**src/rtl/srio_dma_comb_arb.sv**
```systemverilog
// srio_dma_comb_arb: packet-granular round-robin arbiter in front of the SRIO
// DMA combiner. One source is granted per packet and its AXI-Stream beats are
// passed through combinationally (no buffering, no added latency). Accepted
// packets are counted against a software quota; status mirrors the combiner's
// cmd/status register scheme.
//
// Handshake: a beat moves on a rising edge when TVALID and TREADY are both 1 on
// the same interface; in XFER the granted source's TREADY is the combiner's
// TREADY, so both sides of the pass-through handshake on the same edge.
//
// Optional build macro SRIO_DMA_COMB_ARB_SRCID_EN: when defined, M_AXIS_TUSER
// [31:28] carries the grant index so the combiner can tell packet origins apart.
module srio_dma_comb_arb #(
  parameter int NUM_SRC = 2,
  parameter int GW      = 2
) (
  input  logic                  AXIS_ACLK,
  input  logic                  AXIS_ARESET,
  input  logic [NUM_SRC-1:0]    S_AXIS_TVALID,
  output logic [NUM_SRC-1:0]    S_AXIS_TREADY,
  input  logic [64*NUM_SRC-1:0] S_AXIS_TDATA,
  input  logic [NUM_SRC-1:0]    S_AXIS_TLAST,
  input  logic [32*NUM_SRC-1:0] S_AXIS_TUSER,
  output logic                  M_AXIS_TVALID,
  input  logic                  M_AXIS_TREADY,
  output logic [63:0]           M_AXIS_TDATA,
  output logic                  M_AXIS_TLAST,
  output logic [31:0]           M_AXIS_TUSER,
  input  logic [31:0]           cmd,
  input  logic [31:0]           num_pkts,
  output logic [31:0]           status,
  output logic [31:0]           pkt_cnt,
  output logic [1:0]            state_dbg
);

  typedef enum logic [1:0] {
    S_IDLE = 2'd0,
    S_ARB  = 2'd1,
    S_XFER = 2'd2,
    S_DONE = 2'd3
  } state_t;

  state_t          state;
  state_t          state_nxt;
  logic [GW-1:0]   grant;
  logic [GW-1:0]   rr_ptr;
  logic [GW-1:0]   rr_next;
  logic [31:0]     quota_reg;

  logic            arb_found;
  logic [GW-1:0]   arb_pick;
  logic            sel_valid;
  logic [63:0]     sel_data;
  logic            sel_last;
  logic [31:0]     sel_user;
  logic            last_hs;
  logic            quota_hit;
  logic            unused_ok;

  // Round-robin scan: first valid source at or after rr_ptr, wrapping.
  always_comb begin
    arb_found = 1'b0;
    arb_pick  = '0;
    for (int k = 0; k < NUM_SRC; k++) begin
      for (int i = 0; i < NUM_SRC; i++) begin
        if (!arb_found && ((int'(rr_ptr) + k) % NUM_SRC == i) && S_AXIS_TVALID[i]) begin
          arb_found = 1'b1;
          arb_pick  = GW'(i);
        end
      end
    end
  end

  // Select the granted source's stream signals.
  always_comb begin
    sel_valid = 1'b0;
    sel_data  = '0;
    sel_last  = 1'b0;
    sel_user  = '0;
    for (int i = 0; i < NUM_SRC; i++) begin
      if (grant == GW'(i)) begin
        sel_valid = S_AXIS_TVALID[i];
        sel_data  = S_AXIS_TDATA[64*i +: 64];
        sel_last  = S_AXIS_TLAST[i];
        sel_user  = S_AXIS_TUSER[32*i +: 32];
      end
    end
  end

  assign last_hs   = (state == S_XFER) && sel_valid && M_AXIS_TREADY && sel_last;
  assign quota_hit = (quota_reg != 32'd0) && ((pkt_cnt + 32'd1) == quota_reg);
  assign rr_next   = (grant == GW'(NUM_SRC - 1)) ? '0 : grant + GW'(1);

  // State and datapath registers; hard reset outranks the soft reset bit.
  always_ff @(posedge AXIS_ACLK) begin
    if (AXIS_ARESET || cmd[1]) begin
      state     <= S_IDLE;
      grant     <= '0;
      rr_ptr    <= '0;
      pkt_cnt   <= '0;
      quota_reg <= '0;
    end else begin
      state <= state_nxt;
      if (state == S_IDLE && cmd[0]) begin
        quota_reg <= num_pkts;
      end
      if (state == S_ARB && cmd[0] && arb_found) begin
        grant <= arb_pick;
      end
      if (last_hs) begin
        pkt_cnt <= pkt_cnt + 32'd1;
        rr_ptr  <= rr_next;
      end
    end
  end

  // Next-state: grants only leave ARB; a packet in flight always finishes.
  always_comb begin
    state_nxt = state;
    case (state)
      S_IDLE: if (cmd[0]) state_nxt = S_ARB;
      S_ARB: begin
        if (!cmd[0]) begin
          state_nxt = S_IDLE;
        end else if (arb_found) begin
          state_nxt = S_XFER;
        end
      end
      S_XFER: if (last_hs) state_nxt = quota_hit ? S_DONE : S_ARB;
      S_DONE: state_nxt = S_DONE;
      default: state_nxt = S_IDLE;
    endcase
  end

  // Outputs: pass-through only in XFER, everything quiet elsewhere.
  always_comb begin
    S_AXIS_TREADY = '0;
    M_AXIS_TVALID = 1'b0;
    M_AXIS_TDATA  = '0;
    M_AXIS_TLAST  = 1'b0;
    M_AXIS_TUSER  = '0;
    if (state == S_XFER) begin
      M_AXIS_TVALID = sel_valid;
      M_AXIS_TDATA  = sel_data;
      M_AXIS_TLAST  = sel_last;
`ifdef SRIO_DMA_COMB_ARB_SRCID_EN
      M_AXIS_TUSER  = {4'(grant), sel_user[27:0]};
`else
      M_AXIS_TUSER  = sel_user;
`endif
      for (int i = 0; i < NUM_SRC; i++) begin
        S_AXIS_TREADY[i] = (grant == GW'(i)) && M_AXIS_TREADY;
      end
    end
  end

  assign status    = {pkt_cnt[15:0], 12'd0, 2'(grant), state == S_XFER, state == S_DONE};
  assign state_dbg = state;
  assign unused_ok = ^{cmd[31:2], sel_user[31:28]};

endmodule

```
**config.mk**
```make
export PLATFORM = sky130hd
export DESIGN_NAME = srio_dma_comb_arb
export DESIGN_NICKNAME = d
export VERILOG_FILES = /design/src/rtl/srio_dma_comb_arb.sv
export SDC_FILE = /design/constraint.sdc
export NUM_CORES = 1
export LEC_CHECK = 0
export BUFFER_PORTS_ARGS = -buffer_cell sky130_fd_sc_hd__buf_2
export CAP_MARGIN = 20
export CORE_AREA = 4 4 164 166
export CTS_CLUSTER_SIZE = 20
export DETAILED_ROUTE_END_ITERATION = 6
export DIE_AREA = 0 0 168 170
export GPL_TIMING_DRIVEN = 1
export PLACE_DENSITY = 0.48
export SYNTH_ARGS = -nofsm -noshare
export SYNTH_HDL_FRONTEND = slang
export SYNTH_SLANG_ARGS = --single-unit
```
**constraint.sdc**
```tcl
create_clock -name AXIS_ACLK -period 2.6 [get_ports AXIS_ACLK]
set_input_delay 0.39 -clock AXIS_ACLK [delete_from_list [all_inputs] [get_ports AXIS_ACLK]]
set_output_delay 0.39 -clock AXIS_ACLK [all_outputs]
set_load 0.05 [all_outputs]
```
==> flow_summary.toml, run 1 <==
[clock_tree]
cts.sinks = 68
clk_pin_slew_ns = 0.06
ctsLongestPathBuffers = 2
cts_root_buf = "clkbuf_16"
cts_tree = "done"
cts_buffers = 9
insertion_delay_ns = 0.34
htreeDepth = 3

[placement]
post_dp_cell_area_um2 = 8284
gp_congestion = 0.8733
numPortBuffers = 385
place_hpwl_um = 23670
dp_cells = 1477

[finish]
area_growth_syn_to_layout_pct = 53.26
final_cells = 1499
design_area_um2 = 8723
final_cell_mix = "buf_2, mux2i_1, nor2_2, nand2_1, dfxtp_1"
final_nets = 1418
drive_gt1_share_pct = 49.18
final_common_cell = "buf_2"

[timing]
post-route-min-period_ns = 2.440
maxSlewViolCount = 0
fin_skew_ns = 0.005656
fmax_mhz = 409.9
setup-violations-final = 0
hold_ws_ns = 0.2845
tightest_slew_ns = 0.7798
period_share_pct = 93.83
max_slew_margin_pct = 48.01
hold_viol = 0
rsz0062_at_grt = "no"

[die]
dieHeight_um = 170
top_level_ports = 429
rows = 59
start_util_pct = 22.22
die_width_um = 168
core_area_um2 = 25620
die_area_um2 = 28560

[detailed_routing]
avgViaCountPerCell = 4.543
routed_wl_um = 28130
vias = 6810
wire_per_inst_um = 18.77
first_iter_violations = 329
drc = 0
drt_first_pass_iters = 4
antenna_left = 0

[worst_setup_path]
end_kind = "primary output"
cp_data_required_time_ns = 2.21
crit_path_max_fanout = 99
critPathArrivalTime_ns = 2.05
rrSetupSlack_ns = 0.19
start_kind = "flop"
worstSetupPathType = "reg2out"

[synth]
synth_edf_count = 0
syn_inst = 780
synth.ff_latch_count = 68
synthTopCellsByArea = "dfxtp_1, mux2i_1, nor2_1"
syn_area_per_cell_um2 = 7.297
synthArstFlopShare_pct = 0
yosysWarningCount = 0
synth_top_area_share_pct = 23.92
synth_ff_type = "dfxtp_1"
yosysUniqueCellTypes = 54
syn_area_um2 = 5692
yosys.area.top_type = "dfxtp_1"
ys_seq_area_share_pct = 23.92

[power_and_ir_drop]
power_density_nw_per_um2 = 366.4
p_total_uw = 3196
ir_drop_mv = 0.2024
leakagePower_uw = 0.003819

[global_routing]
grt_pass1_vias = 6528
grt_util_all_layers_pct = 18.34
antenna_found_initial = 8
grt_max_degree = 100
grt-ovfl-total = 0
grt_first_pass_wirelength_um = 40450

[flow_run]
drv_cap = 0

[worst_hold_path]
hp-class = "in2reg"

[run_status]
outcome = "finished, final reports clean"
[worst paths after layout]
check / start / to / cells past startpoint
hold / removal: num_pkts[30] / quota_reg[30] / 3
hold reg to reg: quota_reg[22] / quota_reg[22] / 2
setup reg to reg: pkt_cnt[2] / state_dbg[1] / 9
setup / recovery: state_dbg[0] / S_AXIS_TREADY[1] / 5
[layout make-up]
| cell class | count | area (um^2) |
|---|---|---|
| inverter | 4 | 15.01 |
| multi-input combinational | 633 | 4146 |
| timing repair buffer | 438 | 2370 |
| tap | 335 | 419.2 |
| clock inverter | 5 | 128.9 |
| antenna | 5 | 12.51 |
| sequential | 68 | 1368 |
| clock buffer | 11 | 264.0 |
| fill | 2790 | 16890 |
[synth_stat cells, types with 2 or more instances]
library cell and count:
clkbuf_1 33, nor4_1 14, nor4b_1 2, nor3b_1 4, inv_1 4, or2_2 3, nor3_1 16, buf_1 11
a211oi_1 5, o21ai_0 22, or4_1 5, a32oi_1 3, buf_6 3, a31oi_1 2, nand2b_1 6, o2111ai_1 2
o22ai_1 3, nor2_1 139, mux2i_1 99, or3_1 11, nor3_4 2, nand3_1 22, and3_1 10, and4_1 4
a21oi_1 55, xnor2_1 40, buf_4 32, o31ai_1 2, nor2b_1 4, nand2_1 90, xor2_1 22, a22oi_1 2
dfxtp_1 68, buf_2 8, nand3_2 2, nand4_1 12
[through the flow]
| step | setup slack [ns] | util (%) | setup TNS (ns) |
|---|---|---|---|
| floorplan | -0.08199 | - | -0.3268 |
| global placement | 0.09974 | 32.34 | 0 |
| detailed placement | 0.07698 | 32.34 | 0 |
| CTS | 0.02857 | 33.87 | 0 |
| global route | 0.003633 | 34.04 | 0 |
| finish | 0.1605 | 34.05 | 0 |
[layer usage]
| metal | global-route usage, % | vias up | wire (um) |
|---|---|---|---|
| met2 | 32.29 | 207 | 14290 |
| met3 | 4.785 | 24 | 1942 |
| met5 | 0 | - | 37 |
| met4 | 4.940 | 6 | 395 |
| li1 | - | 3420 | - |
| met1 | 22.20 | 3153 | 11470 |
[power breakdown]
group | switching [uW] | internal, uW
clock network | 480 | 1120
logic | 299 | 216
registers | 22.7 | 1060
total | 802 | 2390
[timing repair]
| item | 4_1_cts | 5_1_grt |
|---|---|---|
| resized for setup | 0 | 6 |
| hold buffers | 0 | 0 |
| endpoints found under the setup margin | 0 | 2 |
| setup buffers | 0 | 1 |
| endpoints found under the hold margin | 0 | 0 |
[critical path, stage by stage (launching register included)]
cell,delay (ns)
dfxtp_1,0.45
nand2b_4,0.22
buf_16,0.42
inv_1,0.18
and3_1,0.22
buf_2,0.21
[kinds of logic after synthesis]
kind of cell,count (synthesis),synth area share (%)
AO/OA/AOI/OAI,102,10.13
XOR/XNOR,62,9.541
adder cells (fa/ha/maj),1,0.2198
buffers and inverters,91,8.683
flip-flops,68,23.92
multiplexers,99,17.41
other,1,0.06589
AND/OR/NAND/NOR,356,30.03
Power figures use the tool's default switching activity.
==> run 2, diff against run 1 <==
CORE_AREA = 4 4 162 164   (was 4 4 164 166)
DIE_AREA = 0 0 166 168   (was 0 0 168 170)
GPL_ROUTABILITY_DRIVEN = 1   (was not set)
PLACE_DENSITY = 0.49   (was 0.48)
==> run 2 against run 1 <==
Net effect: hold slack improved by 0.0042 ns; final cell count fell by 1.1%; clock-buffer cell count rose by 3; critical path type is now reg2reg; fmax rose by 0.46%; worst setup slack improved by 0.011 ns; core utilization rose by 0.28 points; register-to-register slack got worse by 0.02 ns; largest cell class unchanged; final area fell by 2.0%; sequential power barely moved; flip-flop and latch count did not move; combinational power rose by 2%; critical path depth rose by 3.
==> flow_summary.toml, run 2 (synthesis results as in run 1) <==
[run_status]
outcome = "finished, final reports clean"

[worst_setup_path]
crit_path_max_fanout = 8
start_kind = "flop"
crit_family = "simple AND/OR/NAND/NOR gates"
reg2reg_depth = 8
critPathBufInv = 0
end_kind = "flop"
critPathMaxStageDelay_ns = 0.50
crit_path_frequent_cell = "and3_1"
crit_chain = "ha_1 > and3_1 > nand3_1 > nor3_1 > and3_1 > o22ai_1 > or4_1 > o31ai_1"
cp_data_required_time_ns = 2.85
r2r-end = "state_dbg[1]"
r2r-start = "pkt_cnt[1]"
critPathArrivalTime_ns = 2.68
crit_slowest_cell = "or4_1"
rrSetupSlack_ns = 0.17
worstSetupPathType = "reg2reg"

[power_and_ir_drop]
leakagePower_uw = 0.003737
p_total_uw = 2793
power_density_nw_per_um2 = 326.9
ir_drop_mv = 0.2225

[die]
rows = 58
die_width_um = 166
die_area_um2 = 27890
core_area_um2 = 24890
top_level_ports = 429
start_util_pct = 22.87
dieHeight_um = 168

[clock_tree]
clk_pin_slew_ns = 0.06
postCtsSetupBuffers = 0
cts_root_buf = "clkbuf_16"
htreeDepth = 3
ctsLongestPathBuffers = 2
cts_hold_buf = 0
cts.sinks = 68
cts_buffers = 9
cts_tree = "done"
insertion_delay_ns = 0.34

[global_routing]
antenna_found_initial = 4
grt-ovfl-total = 0
grt_pass1_vias = 6711
grt_util_all_layers_pct = 19.52
grt_max_degree = 100
grt_first_pass_wirelength_um = 41950

[detailed_routing]
vias = 6901
antenna_left = 0
drc = 0
wire_per_inst_um = 19.71
avgViaCountPerCell = 4.653
first_iter_violations = 441
drt_first_pass_iters = 5
routed_wl_um = 29230

[timing]
hold_ws_ns = 0.2887
maxSlewViolCount = 0
tightest_slew_ns = 0.7613
rsz0062_at_grt = "no"
hold_viol = 0
fin_skew_ns = 0.005409
fmax_mhz = 411.8
setup-violations-final = 0
max_slew_margin_pct = 49.25
period_share_pct = 93.40
post-route-min-period_ns = 2.428

[finish]
final_common_cell = "buf_2"
final_nets = 1410
register_area_um2 = 1368
fill_cells = 2748
final_util_pct = 34.33
final_cell_mix = "buf_2, mux2i_1, nor2_2, nand2_1, dfxtp_1"
area_growth_syn_to_layout_pct = 50.14
multi_input_comb_area_um2 = 4135
drive_gt1_share_pct = 48.52

[placement]
gp_congestion = 0.9438
numPortBuffers = 385
place_hpwl_um = 24280

[worst_hold_path]
hp-start = "num_pkts[30]"
hp-class = "in2reg"
holdPathStages = 3
holdPathEnd = "quota_reg[30]"

[flow_run]
drv_cap = 0
run 2: cell types whose count changed in the layout (fill, tap and decap cells not counted), sizes merged:
cell | previous run | this run
buf | 438 | 429
bufinv | 4 | 0
clkbuf | 11 | 15
diode | 5 | 3
run 2: stage by stage:
stage               area (um^2)  worst slack, ns  setup TNS, ns  std cells
global route               8546          0.01607              0       1483
floorplan                  5973         -0.08199        -0.3268        792
detailed placement         8205           0.1076              0       1464
CTS                        8494          0.02482              0       1479
global placement           8205           0.1498              0       1464
finish                     8546           0.1715              0       1483
run 2: final cells by class:
type	count	share of cell area, %
sequential	68	16.00
antenna	3	0.08785
clock inverter	1	0.05857
inverter	4	0.1757
clock buffer	14	3.324
multi-input combinational	633	48.39
tap	330	4.832
timing repair buffer	430	27.13
run 2: repair_timing:
item,4_1_cts,5_1_grt
hold endpoints to repair,0,0
setup endpoints to repair,0,4
resized for setup,0,5
run 2: worst max-delay path by stage:
| stage | from | endpoint | slack [ns] | depth (start not counted) |
|---|---|---|---|---|
| after floorplan | grant[0] | M_AXIS_TDATA[61] | -0.08 | 5 |
| after global placement | pkt_cnt[1] | state_dbg[1] | 0.15 | 8 |
| after detailed placement | pkt_cnt[1] | state_dbg[1] | 0.11 | 8 |
| after CTS | grant[0] | M_AXIS_TDATA[22] | 0.02 | 4 |
| after global routing | pkt_cnt[1] | state_dbg[1] | 0.02 | 9 |
| final | pkt_cnt[1] | state_dbg[1] | 0.17 | 8 |
run 2: routing by layer:
layer  up-vias  GRT usage (%)  part of all wire, %
met3        24          3.804                  5.4
met5         -              0                0.038
met4         2          5.129                  1.8
met2       235          34.13                   50
met1      3254          24.68                   43
li1       3386              -                    -
run 2: worst register-to-register path, stage by stage (launching register included):
cell and delay [ns]:
dfxtp_2 0.42, ha_1 0.23, and3_1 0.25, nand3_1 0.17, nor3_1 0.31, and3_1 0.20
o22ai_1 0.08, or4_1 0.50, o31ai_1 0.19
run 2: power breakdown:
part | leakage, uW | internal [uW] | total, uW | switching [uW]
Combinational | 0.00304 | 216 | 525 | 309
Sequential | 0.000552 | 1060 | 1080 | 22.5
Clock | 0.000145 | 743 | 1190 | 444
==> run 3, diff against run 2 <==
ABC_CLOCK_PERIOD_IN_PS = 2200   (was not set)
PLACE_DENSITY = 0.51   (was 0.49)
clock period = 2.2 ns   (was 2.6 ns; I/O delays follow)
==> run 3 against run 2 <==
Net effect: the run now ends with setup timing left; first-iteration DRC count fell by 23%; global-route usage fell by 1.3 points; clock skew rose by 0.0020 ns; wire length fell by 5.2%; fmax rose by 10%; register-to-register slack got worse by 0.18 ns; critical path type unchanged; critical endpoint unchanged; largest power group unchanged.
==> flow_summary.toml, run 3 (synthesis results as in run 1) <==
[worst_setup_path]
critPathArrivalTime_ns = 2.45
start_kind = "flop"
r2r-start = "pkt_cnt[3]"
reg2reg_depth = 7
worstSetupPathType = "reg2reg"
rrSetupSlack_ns = -0.007
crit_path_max_fanout = 7
r2r-end = "state_dbg[1]"
cp_data_required_time_ns = 2.44
end_kind = "flop"

[die]
die_width_um = 166
die_area_um2 = 27890
rows = 58
core_area_um2 = 24890
top_level_ports = 429
start_util_pct = 22.87
dieHeight_um = 168

[timing]
max_slew_margin_pct = 51.10
tightest_slew_ns = 0.7335
hold_viol = 0
fin_ws_ns = -0.006973
fin_skew_ns = 0.007367
fmax_mhz = 453.1
hold_ws_ns = 0.2288
setup-violations-final = 1
period_share_pct = 100.3
maxSlewViolCount = 0
rsz0062_at_grt = "yes"
post-route-min-period_ns = 2.207

[clock_tree]
cts.sinks = 68
ctsLongestPathBuffers = 2
clk_pin_slew_ns = 0.06
cts_buffers = 9
cts_tree = "done"
htreeDepth = 3
insertion_delay_ns = 0.33
cts_hold_buf = 0
cts_root_buf = "clkbuf_16"

[detailed_routing]
wire_per_inst_um = 18.11
vias = 7001
antenna_left = 0
routed_wl_um = 27710
first_iter_violations = 340
avgViaCountPerCell = 4.576
drt_first_pass_iters = 5
drc = 0

[global_routing]
grt_max_degree = 69
grt_first_pass_wirelength_um = 40440
grt_util_all_layers_pct = 18.19
antenna_found_initial = 2
grt_pass1_vias = 6750
grt-ovfl-total = 0

[finish]
final_cell_mix = "buf_2, nor2_4, nand2_1, buf_4, mux2i_1"
drive_gt1_share_pct = 56.05
final_nets = 1458
fill_cells = 2592
final_util_pct = 39.41
final_common_cell = "buf_2"
final_cells = 1530
area_growth_syn_to_layout_pct = 72.37

[power_and_ir_drop]
leakagePower_uw = 0.004166
ir_drop_mv = 0.3532
power_density_nw_per_um2 = 343.4

[placement]
gp_congestion = 0.8949
numPortBuffers = 385
dp_cells = 1504
place_hpwl_um = 22290

[worst_hold_path]
holdPathStages = 3
hp-class = "in2reg"
hp-start = "num_pkts[12]"
holdPathEnd = "quota_reg[12]"

[run_status]
violations = "setup timing"
outcome = "finished, violations left"

[flow_run]
drv_cap = 0
-- run 3: worst max path at each step --
stage / slack [ns] / depth (start not counted) / startpoint / endpoint
6_report: -0.007 / 7 / pkt_cnt[3] / state_dbg[1]
5_1_grt: -0.11 / 7 / pkt_cnt[5] / state_dbg[1]
4_1_cts: -0.04 / 5 / grant[0] / M_AXIS_TDATA[24]
3_5_place_dp: -0.09 / 8 / pkt_cnt[1] / state_dbg[1]
3_3_place_gp: -0.05 / 8 / pkt_cnt[1] / state_dbg[1]
2_1_floorplan: -0.08 / 5 / grant[0] / M_AXIS_TUSER[2]
-- run 3: stage by stage --
| step | area [um^2] | setup slack [ns] | setup TNS, ns | power, uW |
|---|---|---|---|---|
| 2_1_floorplan | 6559 | -0.08104 | -0.2910 | 1650 |
| 3_3_place_gp | 9114 | -0.05118 | -0.05118 | 1922 |
| 3_5_place_dp | 9114 | -0.08652 | -0.08813 | 1927 |
| 4_1_cts | 9644 | -0.04025 | -0.6758 | 3402 |
| 5_1_grt | 9811 | -0.1069 | -0.1191 | 3502 |
| 6_report | 9811 | -0.006973 | -0.006973 | 3369 |
-- run 3: metal layers --
| metal | up-vias | GRT usage [%] | wire (um) | part of all wire [%] |
|---|---|---|---|---|
| met5 | - | 0 | 13 | 0.047 |
| met4 | 2 | 3.730 | 360 | 1.3 |
| met3 | 28 | 3.804 | 1611 | 5.8 |
| met2 | 246 | 32.60 | 14000 | 51 |
| met1 | 3216 | 22.63 | 11720 | 42 |
| li1 | 3509 | - | - | - |
-- run 3: critical path, cell delays in order, from the launching register on --
cell       delay [ns]
dfxtp_4          0.41
and4_2           0.30
nand3_2          0.10
buf_4            0.19
or4_1            0.46
a311oi_1         0.24
o2111ai_1        0.17
o31ai_1          0.24
-- run 3: layout make-up --
| class | instances | area, um^2 | area share (%) |
|---|---|---|---|
| antenna | 1 | 2.502 | 0.02551 |
| clock buffer | 12 | 267.8 | 2.729 |
| clock inverter | 4 | 28.78 | 0.2933 |
| inverter | 4 | 15.01 | 0.1530 |
| multi-input combinational | 633 | 4826 | 49.19 |
| sequential | 68 | 1434 | 14.62 |
| tap | 330 | 412.9 | 4.209 |
| timing repair buffer | 478 | 2824 | 28.78 |
-- run 3: power by group --
group          leakage [uW]  switching [uW]  internal [uW]
clock network      0.000149             568            868
logic               0.00345             390            287
registers          0.000569            23.5           1230
total               0.00417             981           2390
-- run 3: what timing repair did --
item,4_1_cts,5_1_grt
gates cloned,2,2
endpoints found under the setup margin,77,50
resized for setup,34,19
pin swaps,4,6
buffers inserted,1,4
